<file path="src/rtl/booth_stream_mult_pkg.sv">
// Shared types and helpers for the iterative radix-4 Booth stream multiplier.
package booth_stream_mult_pkg;

  typedef enum logic [1:0] {
    INIT = 2'd0,
    IDLE = 2'd1,
    CALC = 2'd2,
    SEND = 2'd3
  } booth_state_t;

  typedef struct packed {
    logic neg;
    logic zero;
    logic dbl;
  } booth_digit_t;

  function automatic int unsigned booth_digits(input int unsigned width);
    return width / 2 + 1;
  endfunction

  // bits = {b[2i+1], b[2i], b[2i-1]}; 3'b111 decodes as a zero digit, never as -0.
  function automatic booth_digit_t booth_encode(input logic [2:0] bits);
    booth_digit_t d;
    d.zero = (bits[2] == bits[1]) && (bits[1] == bits[0]);
    d.dbl  = !d.zero && (bits[1] == bits[0]);
    d.neg  = bits[2] && !d.zero;
    return d;
  endfunction

endpackage

</file>
<file path="src/rtl/booth_stream_mult_pp.sv">
// Radix-4 Booth partial-product generator: digit(bits_i) * a_i as a signed value.
module booth_r4_pp
  import booth_stream_mult_pkg::*;
#(
  parameter int unsigned WIDTH = 16
) (
  input  logic [2:0]       bits_i,
  input  logic [WIDTH+1:0] a_i,
  output logic [WIDTH+2:0] pp_o
);

  booth_digit_t     dig;
  logic [WIDTH+2:0] mag;

  always_comb begin
    dig = booth_encode(bits_i);
    mag = dig.dbl ? {a_i, 1'b0} : {a_i[WIDTH+1], a_i};
    if (dig.zero) begin
      pp_o = '0;
    end else if (dig.neg) begin
      pp_o = -mag;
    end else begin
      pp_o = mag;
    end
  end

endmodule

</file>
<file path="src/rtl/booth_stream_mult.sv">
// Iterative radix-4 Booth multiplier with valid/ready in/out, one digit per cycle.
// Define BOOTH_STREAM_MULT_PERF_EN to add the perf_done/perf_stall counters.
module booth_stream_mult
  import booth_stream_mult_pkg::*;
#(
  parameter int unsigned WIDTH = 16,
  parameter int unsigned TAG_W = 4
) (
  input  logic               clk,
  input  logic               rst,
  input  logic               in_valid,
  output logic               in_ready,
  input  logic [WIDTH-1:0]   in_a,
  input  logic [WIDTH-1:0]   in_b,
  input  logic               in_signed,
  input  logic [TAG_W-1:0]   in_tag,
  output logic               out_valid,
  input  logic               out_ready,
  output logic [2*WIDTH-1:0] out_data,
  output logic [TAG_W-1:0]   out_tag,
  output logic [1:0]         state
`ifdef BOOTH_STREAM_MULT_PERF_EN
  ,
  output logic [31:0]        perf_done,
  output logic [31:0]        perf_stall
`endif
);

  localparam int unsigned NDIG  = booth_digits(WIDTH);
  localparam int unsigned CNT_W = $clog2(NDIG);
  localparam int unsigned XW    = WIDTH + 2;
  localparam int unsigned PPW   = WIDTH + 3;
  localparam int unsigned ACC_W = 2 * WIDTH + 4;

  if ((WIDTH % 2) != 0 || WIDTH < 4) begin : g_bad_width
    $error("booth_stream_mult: WIDTH must be even and >= 4");
  end

  booth_state_t       state_q, state_d;
  logic [XW-1:0]      a_q, a_d;
  logic [XW:0]        mplr_q, mplr_d;
  logic [TAG_W-1:0]   tag_q, tag_d;
  logic [CNT_W-1:0]   cnt_q, cnt_d;
  logic [ACC_W-1:0]   acc_q, acc_d;
  logic               in_ready_q, in_ready_d;
  logic               out_valid_q, out_valid_d;
  logic [2*WIDTH-1:0] out_data_q, out_data_d;
  logic [TAG_W-1:0]   out_tag_q, out_tag_d;

  logic [PPW-1:0]     pp;
  logic [ACC_W-1:0]   pp_sh;

  booth_r4_pp #(
    .WIDTH(WIDTH)
  ) u_pp (
    .bits_i(mplr_q[2:0]),
    .a_i   (a_q),
    .pp_o  (pp)
  );

  assign pp_sh = {{(ACC_W-PPW){pp[PPW-1]}}, pp} << {cnt_q, 1'b0};

  // Multiplier is held with a trailing 0 (bit -1) and shifted right two bits
  // per digit, so the current Booth triple is always mplr_q[2:0].
  always_comb begin
    state_d     = state_q;
    a_d         = a_q;
    mplr_d      = mplr_q;
    tag_d       = tag_q;
    cnt_d       = cnt_q;
    acc_d       = acc_q;
    in_ready_d  = in_ready_q;
    out_valid_d = out_valid_q;
    out_data_d  = out_data_q;
    out_tag_d   = out_tag_q;
    case (state_q)
      INIT: begin
        in_ready_d = 1'b1;
        state_d    = IDLE;
      end
      IDLE: begin
        if (in_valid && in_ready_q) begin
          a_d        = {{2{in_signed & in_a[WIDTH-1]}}, in_a};
          mplr_d     = {{2{in_signed & in_b[WIDTH-1]}}, in_b, 1'b0};
          tag_d      = in_tag;
          cnt_d      = '0;
          acc_d      = '0;
          in_ready_d = 1'b0;
          state_d    = CALC;
        end
      end
      CALC: begin
        acc_d  = acc_q + pp_sh;
        mplr_d = mplr_q >> 2;
        cnt_d  = cnt_q + 1'b1;
        if (cnt_q == CNT_W'(NDIG - 1)) begin
          out_data_d  = acc_d[2*WIDTH-1:0];
          out_tag_d   = tag_q;
          out_valid_d = 1'b1;
          state_d     = SEND;
        end
      end
      SEND: begin
        if (out_ready) begin
          out_valid_d = 1'b0;
          in_ready_d  = 1'b1;
          state_d     = IDLE;
        end
      end
      default: state_d = INIT;
    endcase
  end

  always_ff @(posedge clk or posedge rst) begin
    if (rst) begin
      state_q     <= INIT;
      a_q         <= '0;
      mplr_q      <= '0;
      tag_q       <= '0;
      cnt_q       <= '0;
      acc_q       <= '0;
      in_ready_q  <= 1'b0;
      out_valid_q <= 1'b0;
      out_data_q  <= '0;
      out_tag_q   <= '0;
    end else begin
      state_q     <= state_d;
      a_q         <= a_d;
      mplr_q      <= mplr_d;
      tag_q       <= tag_d;
      cnt_q       <= cnt_d;
      acc_q       <= acc_d;
      in_ready_q  <= in_ready_d;
      out_valid_q <= out_valid_d;
      out_data_q  <= out_data_d;
      out_tag_q   <= out_tag_d;
    end
  end

  assign in_ready  = in_ready_q;
  assign out_valid = out_valid_q;
  assign out_data  = out_data_q;
  assign out_tag   = out_tag_q;
  assign state     = state_q;

`ifdef BOOTH_STREAM_MULT_PERF_EN
  logic [31:0] perf_done_q, perf_stall_q;

  always_ff @(posedge clk or posedge rst) begin
    if (rst) begin
      perf_done_q  <= '0;
      perf_stall_q <= '0;
    end else if (state_q == SEND) begin
      if (out_ready && perf_done_q != '1) begin
        perf_done_q <= perf_done_q + 1'b1;
      end
      if (!out_ready && perf_stall_q != '1) begin
        perf_stall_q <= perf_stall_q + 1'b1;
      end
    end
  end

  assign perf_done  = perf_done_q;
  assign perf_stall = perf_stall_q;
`endif

endmodule

</file>
<file path="config.mk">
export PLATFORM = sky130hd
export DESIGN_NAME = booth_stream_mult
export DESIGN_NICKNAME = d
export VERILOG_FILES = /design/src/rtl/booth_stream_mult_pkg.sv /design/src/rtl/booth_stream_mult_pp.sv /design/src/rtl/booth_stream_mult.sv
export SDC_FILE = /design/constraint.sdc
export NUM_CORES = 1
export LEC_CHECK = 0
export BUFFER_PORTS_ARGS = -buffer_cell sky130_fd_sc_hd__buf_2
export CORE_AREA = 2 2 126 128
export DETAILED_ROUTE_END_ITERATION = 6
export DIE_AREA = 0 0 128 130
export PLACE_DENSITY = 0.75
export SLEW_MARGIN = 20
export SYNTH_ARGS = -nofsm -noshare
export SYNTH_HDL_FRONTEND = slang
export SYNTH_SLANG_ARGS = --single-unit
</file>
<file path="constraint.sdc">
create_clock -name clk -period 6.3 [get_ports clk]
set_input_delay 0.63 -clock clk [delete_from_list [all_inputs] [get_ports clk]]
set_output_delay 0.63 -clock clk [all_outputs]
set_load 0.02 [all_outputs]
</file>
[Word-level counts from Yosys, hierarchy flattened]
Index checks and enable logic that the tools add are counted.
Word-level totals
  word-level logic and storage cells: 59
  flip-flop bits (word level): 120
  bits of input ports: 41
Cells by class
  equality and inequality tests: 9
  shifts and indexed selects: 1
  add/subtract/negate cells: 3
  reductions and logical operators: 15
  mux-type cells: 19
  bitwise operators: 2
Operators by type and width (number)
  $pmux 36 s2: 1
  $mux 19: 3
  $pmux 19 s2: 1
  $add 36x36->36: 1
  $mux 36: 1
  $shl 36x5->36: 1
  $neg 19->19: 1
  $mux 17: 1
  $reduce_and 3->1: 3
  $pmux 2 s4: 1
  $pmux 4 s2: 1
  $mux 2: 3
  $ne 2x2->1 const B: 3
  $reduce_and 2->1: 3
  $add 4x1->4 const B: 1
  $eq 2x2->1 const B: 2
  $eq 4x4->1 const B: 1
  $logic_and 1x1->1: 4
  $mux 1: 4
  $mux 4: 1
  $reduce_bool 2->1: 2
  $pmux 1 s3: 1
  $reduce_bool 3->1: 1
  $and 1x1->1: 2
  other kinds (5): 6

[Logic depth before layout (Yosys ltp)]
Gate-level depths: netlist (run 1).
  depth after elaboration: 11
  gate-level depth with buffers: 27

[Modules after synthesis]
Synthesis (run 1) repeated with hierarchy kept, for this count alone.
Second synthesis, totals
  cells, all modules: 1038
  area, all modules: 8594.5 um^2
By module, submodules not included
  booth_stream_mult: area each 7009.2 um^2, instances 1, cells an instance 799
  booth_r4_pp: area each 1585.3 um^2, instances 1, cells an instance 239

[Least setup slack after synthesis (run 1)]
Ideal clock, no wire load.
  path type: reg2reg
  start point: register mplr_q[0]
  end point: register out_data_q[31] (netlist: out_data[31])
  arrival time: 5090 ps
  setup slack: 1091 ps
  period minus slack after synthesis: 5209 ps
  cell stages (with the launch flop): 27
  library setup time: 120 ps
  buffers on the path: 3
  cell sequence: dfrtp_1 > buf_2 > and3b_1 > clkbuf_1 > nor2_1 > buf_2 > mux2i_1 > ha_1 > nor2b_1 > o21ai_0 > o41ai_1 > xor2_1 > a31oi_1 > a21oi_1 > nor2_1 > a211oi_1 > ha_1 > a21oi_1 > o21a_1 > nand3_1 > o211ai_1 > a21oi_1 > nor2_1 > o31ai_1 > or4_4 > a21o_1 > a31o_1
On the way
  cells in the longest elaborated chain, start to end: 10
  elaborated cells on any way between the ends: 11
Ends and longest elaborated chain
  start: declaration: RTL line booth_stream_mult.sv:41  | logic [XW:0] mplr_q, mplr_d;
  start signal: assignment: RTL line booth_stream_mult.sv:129  | mplr_q <= mplr_d;
  $eq 1x1->1 *: RTL line booth_stream_mult_pkg.sv:24, booth_stream_mult_pkg.sv:25
  $logic_and 1x1->1: RTL line booth_stream_mult_pkg.sv:24  | d.zero = (bits[2] == bits[1]) && (bits[1] == bits[0]);
  $logic_not 1->1: RTL line booth_stream_mult_pkg.sv:25, booth_stream_mult_pkg.sv:26
  $logic_and 1x1->1: RTL line booth_stream_mult_pkg.sv:25  | d.dbl = !d.zero && (bits[1] == bits[0]);
  $mux 17: RTL line booth_stream_mult_pp.sv:17  | mag = dig.dbl ? {a_i, 1'b0} : {a_i[WIDTH+1], a_i};
  $neg 19->19: RTL line booth_stream_mult_pp.sv:21  | pp_o = -mag;
  $mux 19: RTL line booth_stream_mult_pp.sv:20  | end else if (dig.neg) begin
  $mux 19 *: RTL line booth_stream_mult_pp.sv:18  | if (dig.zero) begin
  $shl 36x5->36 *: RTL line booth_stream_mult.sv:61  | assign pp_sh = {{(ACC_W-PPW){pp[PPW-1]}}, pp} << {cnt_q, 1'b0};
  $add 36x36->36 *: RTL line booth_stream_mult.sv:93  | acc_d = acc_q + pp_sh;
  end signal: assignment: RTL line booth_stream_mult.sv:135  | out_data_q <= out_data_d;
  end: declaration: RTL line booth_stream_mult.sv:47  | logic [2*WIDTH-1:0] out_data_q, out_data_d;
Mark *: on every way between the ends. The rest lies on a longest branch, timed or not.
A chain may end at the register's enable or synchronous reset.

[Final worst setup path (run 1)]
  start point: register mplr_q[1]
  end point: register out_data_q[31] (netlist: out_data[31])
On the way
  cells in the longest elaborated chain, start to end: 10
  elaborated cells on any way between the ends: 12
Ends and longest elaborated chain (RTL line)
  $eq 1x1->1, on equally long branches: booth_stream_mult_pkg.sv:24, booth_stream_mult_pkg.sv:25
  $logic_and 1x1->1: booth_stream_mult_pkg.sv:24
  $logic_not 1->1: booth_stream_mult_pkg.sv:25, booth_stream_mult_pkg.sv:26
  $logic_and 1x1->1: booth_stream_mult_pkg.sv:25
  $mux 17: booth_stream_mult_pp.sv:17
  $neg 19->19: booth_stream_mult_pp.sv:21
  $mux 19: booth_stream_mult_pp.sv:20
  $mux 19 *: booth_stream_mult_pp.sv:18
  $shl 36x5->36 *: booth_stream_mult.sv:61
  $add 36x36->36 *: booth_stream_mult.sv:93
Marks and branches as above.

==> results of run 1 <==
[stage by stage]
step,instances,setup slack [ns],cell area [um^2],hold slack [ns]
after floorplan,987,1.09,8260,0.433
after global placement,1220,0.592,8830,0.443
after detailed placement,1220,0.343,8840,0.457
after CTS,1251,0.244,9400,0.343
after global routing,1251,0.0499,9400,0.370
final,1251,0.384,9400,0.306
[metal layers]
layer	vias up	GRT usage, %	wire, um
li1	3700	-	-
met1	3563	35.6	9610
met2	281	42.2	9940
met3	33	5.78	1470
met4	0	10.1	435
met5	-	0	0
[logic make-up (layout without fill, tap and decap cells)]
family | count (synthesis) | after routing
DFF | 115 | 115
xor gates and xnor gates | 39 | 39
adders and majority gates | 40 | 40
buffers and inverters | 89 | 161
AOI/OAI and AO/OA | 321 | 321
and+or+nand+nor | 328 | 328
muxes | 55 | 55
[final cells by class]
type	instances	area (um^2)
Inverter	28	108
Tap cell	192	240
Sequential cell	115	2880
Clock inverter	10	83.8
Fill cell	1368	6020
Multi-Input combinational cell	783	5060
Timing Repair Buffer	102	566
Clock buffer	21	470
[path summary, 6_finish.rpt]
check                            start           end  cells after the start
max                          mplr_q[1]  out_data[31]                     24
min                                rst  out_data[27]                      2
max reg2reg                  mplr_q[1]  out_data[31]                     24
min reg2reg                out_data[4]   out_data[4]                      2
max in group asynchronous          rst     mplr_q[0]                      3
min in group clk             in_tag[1]      tag_q[1]                      2
[layout by cell type (no fill, tap or decap), types with 16 or more instances in the layout]
master	netlist	final
a21o_1	20	20
a21oi_1	64	64
buf_2	5	80
buf_4	1	22
clkbuf_16	0	17
dfrtp_1	115	114
ha_1	38	38
inv_1	27	26
mux2_2	23	23
mux2i_1	32	32
nand2_1	139	139
nand3_1	23	22
nor2_1	75	75
o21ai_0	111	111
xnor2_1	23	23
xor2_1	16	16
[sequential cells by signal, indices dropped and copies added, names as in the netlist]
name       cells
acc_q         32
out_data      32
mplr_q        18
a_q           17
cnt_q          4
out_tag        4
tag_q          4
state          2
in_ready       1
out_valid      1
[worst reg2reg max path, stage by stage, from the launching register on]
cell and delay (ns):
dfrtp_1 0.59, and3b_1 0.42, nor2_1 0.14, buf_4 0.21, nand2_1 0.08, ha_1 0.24, nor2b_1 0.23, o21ai_0 0.16
o41ai_1 0.44, xor2_1 0.25, a31oi_1 0.13, a21oi_1 0.33, nor2_1 0.07, a211oi_1 0.28, ha_1 0.34, a21oi_1 0.16
o21a_1 0.18, nand3_1 0.11, o211ai_1 0.27, a21oi_1 0.13, nor2_1 0.12, o31ai_1 0.10, or4_4 0.45, a21o_1 0.19
a31o_1 0.20
==> reports/qor.csv, run 1 <==
metric,value,unit
setup_tns,0,ns
synthesized area per cell,8.37,um^2
RSZ-0062 raised after global routing,false,
"Setup violations, final",0,
syn nets,1067,
vias in the first global route,7176,
num rows,46,
top cell type's share of synthesized area,34.8,%
average vias per placed instance,6.06,
Synth area leader,dfrtp_1,
Post-synth ARST share,100,%
Worst Skew,0.00645,ns
cell family with most CP delay,compound AO/OA/AOI/OAI gates,
Die Y,130,um
input/output buffers,80,
synthesized-area fraction occupied by and/or/nand/nor cells,18.3,%
Pre-antenna DRT Iters,6,
first-pass GRT wire length,35.2,mm
Worst Tran Pin Value,0.986,ns
most frequent cell after synthesis,nand2_1,
"top cells by area, synth","dfrtp_1 35%, o21ai_0 6.7%, nand2_1 6.3%",
# nets final,1127,
worst hold-check path type,input port to async pin,
H-tree depth,4,
final hold viol count,0,
core area,0.0154,mm^2
TritonCTS Sinks,115,
largest family of logic cells by synthesized area,compound AO/OA/AOI/OAI gates,
Critical Path Fanout Max,12,
sequential fraction of the synthesis area,34.8,%
Ant. Diodes,0,
post-CTS resize count,0,
Yosys reg bits,115,
final core occ,61.0,%
Tmin final,5.92,ns
mux share of post-synthesis cell area,7.01,%
status,completed,
worst path required time,6.61,ns
Max Clock Freq,169,MHz
Die ar.,0.0166,mm^2
cts bufs inserted,17,
Top Ports,81,
Final Max Slew Viols,0,
Final ANT Viol Nets,0,
fin crit share,93.9,%
Mapped Area,0.00826,mm^2
initial antenna violation count,0,
GRT Util Overall,26.5,%
proportion of layout cells with a drive suffix above 1,16.7,%
critical path class,register to register,
crit-path max cell delay,0.59,ns
Worst R2R Setup Slack,0.38,ns
clk slew on worst S/H paths,0.05,ns
crit start category,register,
WP data arrival,6.23,ns
count of cell types in the netlist,80,
grt ovf,0,
GP Congestion,0.987,
Synth Area in Adders,6.12,%
Skew-Pair Late Insertion Delay,0.43,ns
routed via count,7577,
Max-slew headroom,34.3,%
number of synthesized flops with an enable pin,0,
CP bufs+invs,1,
Die Wd,128,um
CTS hold repair buffers,0,
Synth Warn #,0,
"Slowest-stage cell, CP",dfrtp_1,
Post-synth top cells,"139 x nand2_1, 115 x dfrtp_1, 111 x o21ai_0",
top_reg_cell synth,dfrtp_1,
CTS root buffer,clkbuf_16,
largest net degree at the start of global routing,65,
CP Cell Sequence,and3b_1 > nor2_1 > buf_4 > nand2_1 > ha_1 > nor2b_1 > o21ai_0 > o41ai_1 > xor2_1 > a31oi_1 > a21oi_1 > nor2_1 > a211oi_1 > ha_1 > a21oi_1 > o21a_1 > nand3_1 > o211ai_1 > a21oi_1 > nor2_1 > o31ai_1 > or4_4 > a21o_1 > a31o_1,
Max Cap Viol,0,
xor/xnor share of the synthesized area,4.13,%
Post-DP HPWL,15.2,mm
DRC viols,0,
Starting DRT DRC Count,626,
compound-gate portion of the synthesized area,25.2,%
Routed WL,21.5,mm
area grow syn2layout,13.8,%
synthesized netlist cell count,987,
Initial Util,53.6,%
Longest Clk Path Bufs,2,
wire per inst,17.2,um
Setup crit end kind,register,
postcts setup bufs,0,
TritonCTS clock tree,done,
Power of run 1 is not shown: default switching activity piles up to over one toggle a cycle in this logic, so the estimate is an artifact.
==> run 2, diff against run 1 <==
--- a/config.mk
+++ b/config.mk
@@ -6,11 +6,12 @@
 export NUM_CORES = 1
 export LEC_CHECK = 0
 export BUFFER_PORTS_ARGS = -buffer_cell sky130_fd_sc_hd__buf_2
-export CORE_AREA = 2 2 126 128
+export CORE_AREA = 2 2 129 131
 export DETAILED_ROUTE_END_ITERATION = 6
-export DIE_AREA = 0 0 128 130
-export PLACE_DENSITY = 0.75
+export DIE_AREA = 0 0 131 133
+export PLACE_DENSITY = 0.74
 export SLEW_MARGIN = 20
 export SYNTH_ARGS = -nofsm -noshare
 export SYNTH_HDL_FRONTEND = slang
+export SYNTH_HIERARCHICAL = 1
 export SYNTH_SLANG_ARGS = --single-unit
==> run 2 against run 1 <==
  * The run now ends with design-rule violations left
  * Flip-flop and latch count is the same
  * Fmax rose by 1.1%
  * Cell count up 4.9%
  * Cell area up 3.2%
==> reports/qor.csv, run 2 <==
metric,value,unit
status,"complete, but fails checks",
failing checks,design-rule violations,
number of synthesized flops with an enable pin,0,
"commonest non-fill, non-tap cell in the layout",nand2_1,
Max-slew headroom,32.3,%
routed via count,7835,
Routed WL,22.3,mm
WP data arrival,6.11,ns
mux share of post-synthesis cell area,10.1,%
worst hold-check path type,input port to async pin,
Die ar.,0.0174,mm^2
global routing usage on met2,39.9,%
Critical Path Fanout Max,9,
TritonCTS Sinks,115,
Longest Clk Path Bufs,2,
input/output buffers,80,
Post-DP HPWL,15.5,mm
Starting DRT DRC Count,709,
CTS root buffer,clkbuf_16,
Pre-antenna DRT Iters,7,
Synth Warn #,6,
count of cell types in the netlist,71,
Post-synth top cells,"159 x nand2_1, 115 x dfrtp_1, 114 x o21ai_0",
worst path required time,6.56,ns
most frequent cell after synthesis,nand2_1,
Ant. Diodes,0,
gr busiest metal,met2,
GRT Util Overall,26.3,%
synthesized area per cell,8.28,um^2
initial antenna violation count,0,
fin crit share,92.9,%
Setup crit end kind,register,
Final Max Slew Viols,0,
H-tree depth,4,
"Setup violations, final",0,
Worst R2R Setup Slack,0.45,ns
Worst Setup EP,out_data[28],
wire per inst,17.0,um
FF-to-FF End,out_data[28],
Synth area leader,dfrtp_1,
Worst Tran Pin Value,1.01,ns
CTS hold repair buffers,0,
top cell type's share of synthesized area,33.5,%
Initial Util,53.1,%
sequential cell area,0.00288,mm^2
synthesized netlist cell count,1038,
pre-CTS WS,0.378,ns
Die Y,133,um
Multi-input gate area,0.00534,mm^2
sequential fraction of the synthesis area,33.5,%
Filler Cells Inserted,1463,
final worst slack,0.450,ns
Skew-Pair Late Insertion Delay,0.42,ns
met1 global-route usage,38.2,%
start point of the critical path,mplr_q[2],
Post-synth ARST share,100,%
Yosys reg bits,115,
top_reg_cell synth,dfrtp_1,
synthesized-area fraction occupied by and/or/nand/nor cells,19.2,%
first-pass GRT wire length,36.9,mm
xor/xnor share of the synthesized area,3.46,%
crit start category,register,
"top cells by area, synth","dfrtp_1 33%, nand2_1 6.9%, o21ai_0 6.6%",
Max Clock Freq,171,MHz
largest family of logic cells by synthesized area,compound AO/OA/AOI/OAI gates,
Max Cap Viol,0,
cts bufs inserted,17,
most frequent cells in the layout,"159 x nand2_1, 115 x dfrtp_1, 114 x o21ai_0",
Worst Skew,0.0148,ns
Final ANT Viol Nets,0,
final hold viol count,0,
# nets final,1159,
num rows,47,
worst r2r path cells,24,
Mapped Area,0.00859,mm^2
syn nets,1118,
GP Congestion,0.935,
Tmin final,5.85,ns
worst hold margin,0.335,ns
Top Ports,81,
met3 Usage GRT,5.18,%
RR Startpoint,mplr_q[2],
vias in the first global route,7368,
compound-gate portion of the synthesized area,23.1,%
TritonCTS clock tree,done,
Die Wd,131,um
area grow syn2layout,12.9,%
average vias per placed instance,5.97,
Synth Area in Adders,5.77,%
core area,0.0162,mm^2
setup_tns,0,ns
proportion of layout cells with a drive suffix above 1,16.5,%
critical path class,register to register,
largest net degree at the start of global routing,67,
clk slew on worst S/H paths,0.06,ns
RSZ-0062 raised after global routing,false,
DRC viols,1,
grt ovf,0,
[run 2: per-stage QoR]
step / area [um^2] / cells / utilization (%)
finish: 9700 / 1312 / 60.0
global route: 9700 / 1312 / 60.0
floorplan: 8590 / 1038 / -
detailed placement: 9090 / 1280 / 56.2
global placement: 9090 / 1280 / 56.2
CTS: 9680 / 1312 / 59.8
[run 2: area by class of cell]
cell class                      instances  share of cell area (%)
Multi-Input combinational cell        826                    55.0
Sequential cell                       115                    29.7
Timing Repair Buffer                   95                    5.42
Clock buffer                           19                    4.57
Tap cell                              220                    2.84
Clock inverter                         13                    1.53
Inverter                               24                   0.954
[run 2: logic make-up (layout without fill, tap and decap cells)]
family | after synthesis | count (layout)
AOI/OAI and AO/OA | 319 | 319
xor gates and xnor gates | 34 | 34
adders and majority gates | 39 | 39
buffers and inverters | 97 | 151
DFF | 115 | 115
muxes | 83 | 83
and+or+nand+nor | 351 | 351
[run 2: worst min path at each step]
| stage | start | endpoint | slack [ns] | depth (start not counted) |
|---|---|---|---|---|
| after global routing | rst | out_tag[3] | 0.40 | 2 |
| after floorplan | tag_q[0] | out_tag[0] | 0.43 | 2 |
| final | rst | out_tag[3] | 0.34 | 2 |
| after global placement | tag_q[1] | out_tag[1] | 0.44 | 2 |
| after CTS | rst | out_tag[3] | 0.37 | 2 |
| after detailed placement | tag_q[0] | out_tag[0] | 0.46 | 2 |
[run 2: routing by layer]
metal	vias up	wire [um]
li1	3838	-
met1	3679	10200
met2	284	10100
met3	34	1450
met4	0	454
met5	-	0
[run 2: repair_timing]
| item | 4_1_cts | 5_1_grt |
|---|---|---|
| resized for setup | 0 | 3 |
| setup buffers | 0 | 0 |
| endpoints found under the setup margin | 0 | 9 |
[run 2: critical path, stage by stage, from the launching register on]
cell and delay, ns:
dfrtp_1 0.47, or3b_1 0.50, nand2_1 0.14, mux2i_1 0.20
ha_1 0.21, nor2b_1 0.19, o2111ai_1 0.24, nor3_1 0.35
o211ai_1 0.12, o31ai_1 0.16, mux2i_1 0.15, nand2_1 0.08
o21ai_0 0.19, nor2_1 0.14, a21oi_1 0.07, nor2_1 0.24
ha_1 0.36, a21oi_1 0.26, nand2_1 0.11, o31ai_2 0.35
a211oi_1 0.17, nor2_1 0.32, o211ai_1 0.18, mux2i_1 0.30
o22ai_1 0.16
Power of run 2 is left out for the same reason.
==> run 3, diff against run 2 <==
==> constraint.sdc (replaced) <==
create_clock -name clk -period 7.6 [get_ports clk]
set_input_delay 0.76 -clock clk [delete_from_list [all_inputs] [get_ports clk]]
set_output_delay 0.76 -clock clk [all_outputs]
set_load 0.02 [all_outputs]
==> run 3 against run 2 <==
  * The flow now finishes without violations
  * Highest routed layer unchanged
  * Die area is the same
  * Flip-flop and latch count is the same
  * Wire length shrank 1.4%
  * Cell count shrank 0.46%
  * Clock-buffer cell count grew 1
  * Clock skew shrank 0.0070 ns
  * Worst hold slack gained 0.096 ns
  * Sequential share of layout area grew 0.25 points
  * Cell area shrank 0.85%
  * First-iteration DRC count grew 0.71%
==> reports/qor.csv, run 3 (synthesized netlist as in run 2, its figures left out) <==
metric,value,unit
Filler Cells Inserted,1447,
Max Clock Freq,159,MHz
input/output buffers,80,
Longest Clk Path Bufs,2,
routed via count,7730,
WP data arrival,6.58,ns
GP Congestion,0.948,
grt ovf,0,
Setup crit end kind,register,
H-tree depth,4,
Ant. Diodes,0,
final hold viol count,0,
# nets final,1153,
num rows,47,
Cells after DPL,1274,
Tmin final,6.27,ns
post-CTS resize count,0,
area grow syn2layout,11.9,%
Die Y,133,um
TritonCTS Sinks,115,
TritonCTS clock tree,done,
Die ar.,0.0174,mm^2
vias in the first global route,7307,
critical path class,register to register,
first-pass GRT wire length,36.6,mm
"commonest non-fill, non-tap cell in the layout",nand2_1,
Routed WL,22.0,mm
postcts setup bufs,0,
fin crit share,82.5,%
setup_tns,0,ns
Final ANT Viol Nets,0,
Critical Path Fanout Max,8,
initial antenna violation count,0,
DRC viols,0,
worst hold-check path type,input port to async pin,
proportion of layout cells with a drive suffix above 1,15.8,%
Skew-Pair Late Insertion Delay,0.42,ns
most frequent cells in the layout,"158 x nand2_1, 115 x dfrtp_1, 114 x o21ai_0",
status,completed,
Pre-antenna DRT Iters,5,
Worst Skew,0.00778,ns
wire per inst,16.8,um
average vias per placed instance,5.92,
Initial Util,53.1,%
CTS hold repair buffers,0,
worst r2r path cells,24,
Non-Filler Instances,1306,
Max-slew headroom,42.7,%
Post-DP HPWL,15.6,mm
GRT Util Overall,26.1,%
worst path required time,7.91,ns
Top Ports,81,
Starting DRT DRC Count,714,
Worst R2R Setup Slack,1.33,ns
"Setup violations, final",0,
Die Wd,131,um
core area,0.0162,mm^2
Max Cap Viol,0,
CTS root buffer,clkbuf_16,
RSZ-0062 raised after global routing,false,
clk slew on worst S/H paths,0.06,ns
crit start category,register,
Final Max Slew Viols,0,
largest net degree at the start of global routing,67,
Worst Tran Pin Value,0.849,ns
cts bufs inserted,17,
run 3: cell types whose count changed in the layout (fill, tap and decap cells not counted), sizes merged:
cell and change:
clkinv +7, buf -6, clkbuf +1, clkinvlp -4
inv -4
run 3: worst paths after layout:
check	start	end
worst max-delay path	mplr_q[1]	out_data[31]
worst min-delay path	rst	tag_q[3]
worst max register to register	mplr_q[1]	out_data[31]
worst min register to register	tag_q[0]	out_tag[0]
max in group asynchronous	rst	acc_q[20]
min in group clk	tag_q[0]	out_tag[0]
run 3: critical path: stages, from the launching register on:
cell and delay (ns):
dfrtp_1 0.40, or3b_1 0.51, nand2_1 0.38, mux2i_1 0.24, ha_1 0.22, nor2b_1 0.19
o2111ai_1 0.20, nor4_2 0.47, and2_1 0.22, o311ai_0 0.26, nor2_1 0.30, a21oi_1 0.07
nor2_1 0.10, a21oi_1 0.08, o21ai_0 0.20, o22ai_1 0.13, ha_1 0.39, a21oi_1 0.21
o21ai_0 0.14, a21oi_1 0.18, o21ai_0 0.12, a211oi_1 0.54, o21ai_1 0.17, xnor2_1 0.17
mux2_2 0.27
run 3: layout make-up:
type / count / area, um^2 / share of cell area (%)
inverter: 24 / 92.6 / 0.963
multi-input combinational: 826 / 5330 / 55.4
timing repair buffer: 89 / 468 / 4.86
sequential: 115 / 2880 / 29.9
tap: 220 / 275 / 2.86
clock inverter: 12 / 134 / 1.39
clock buffer: 20 / 447 / 4.64
run 3: routing by layer:
metal / wire length [um] / global-route usage [%] / up-vias
met2: 10200 / 40.4 / 240
met4: 348 / 6.80 / 0
met3: 1120 / 4.49 / 29
met1: 10300 / 38.0 / 3643
li1: - / - / 3818
met5: 0 / 0 / -
run 3: per-stage QoR:
step | instance area [um^2] | worst slack [ns] | util, % | hold WS, ns
floorplan | 8590 | 2.27 | - | 0.433
global placement | 9030 | 1.73 | 55.8 | 0.442
detailed placement | 9030 | 1.50 | 55.8 | 0.459
CTS | 9610 | 1.46 | 59.4 | 0.465
global route | 9620 | 0.594 | 59.5 | 0.492
finish | 9620 | 1.33 | 59.5 | 0.431
Power of run 3 is left out for the same reason.
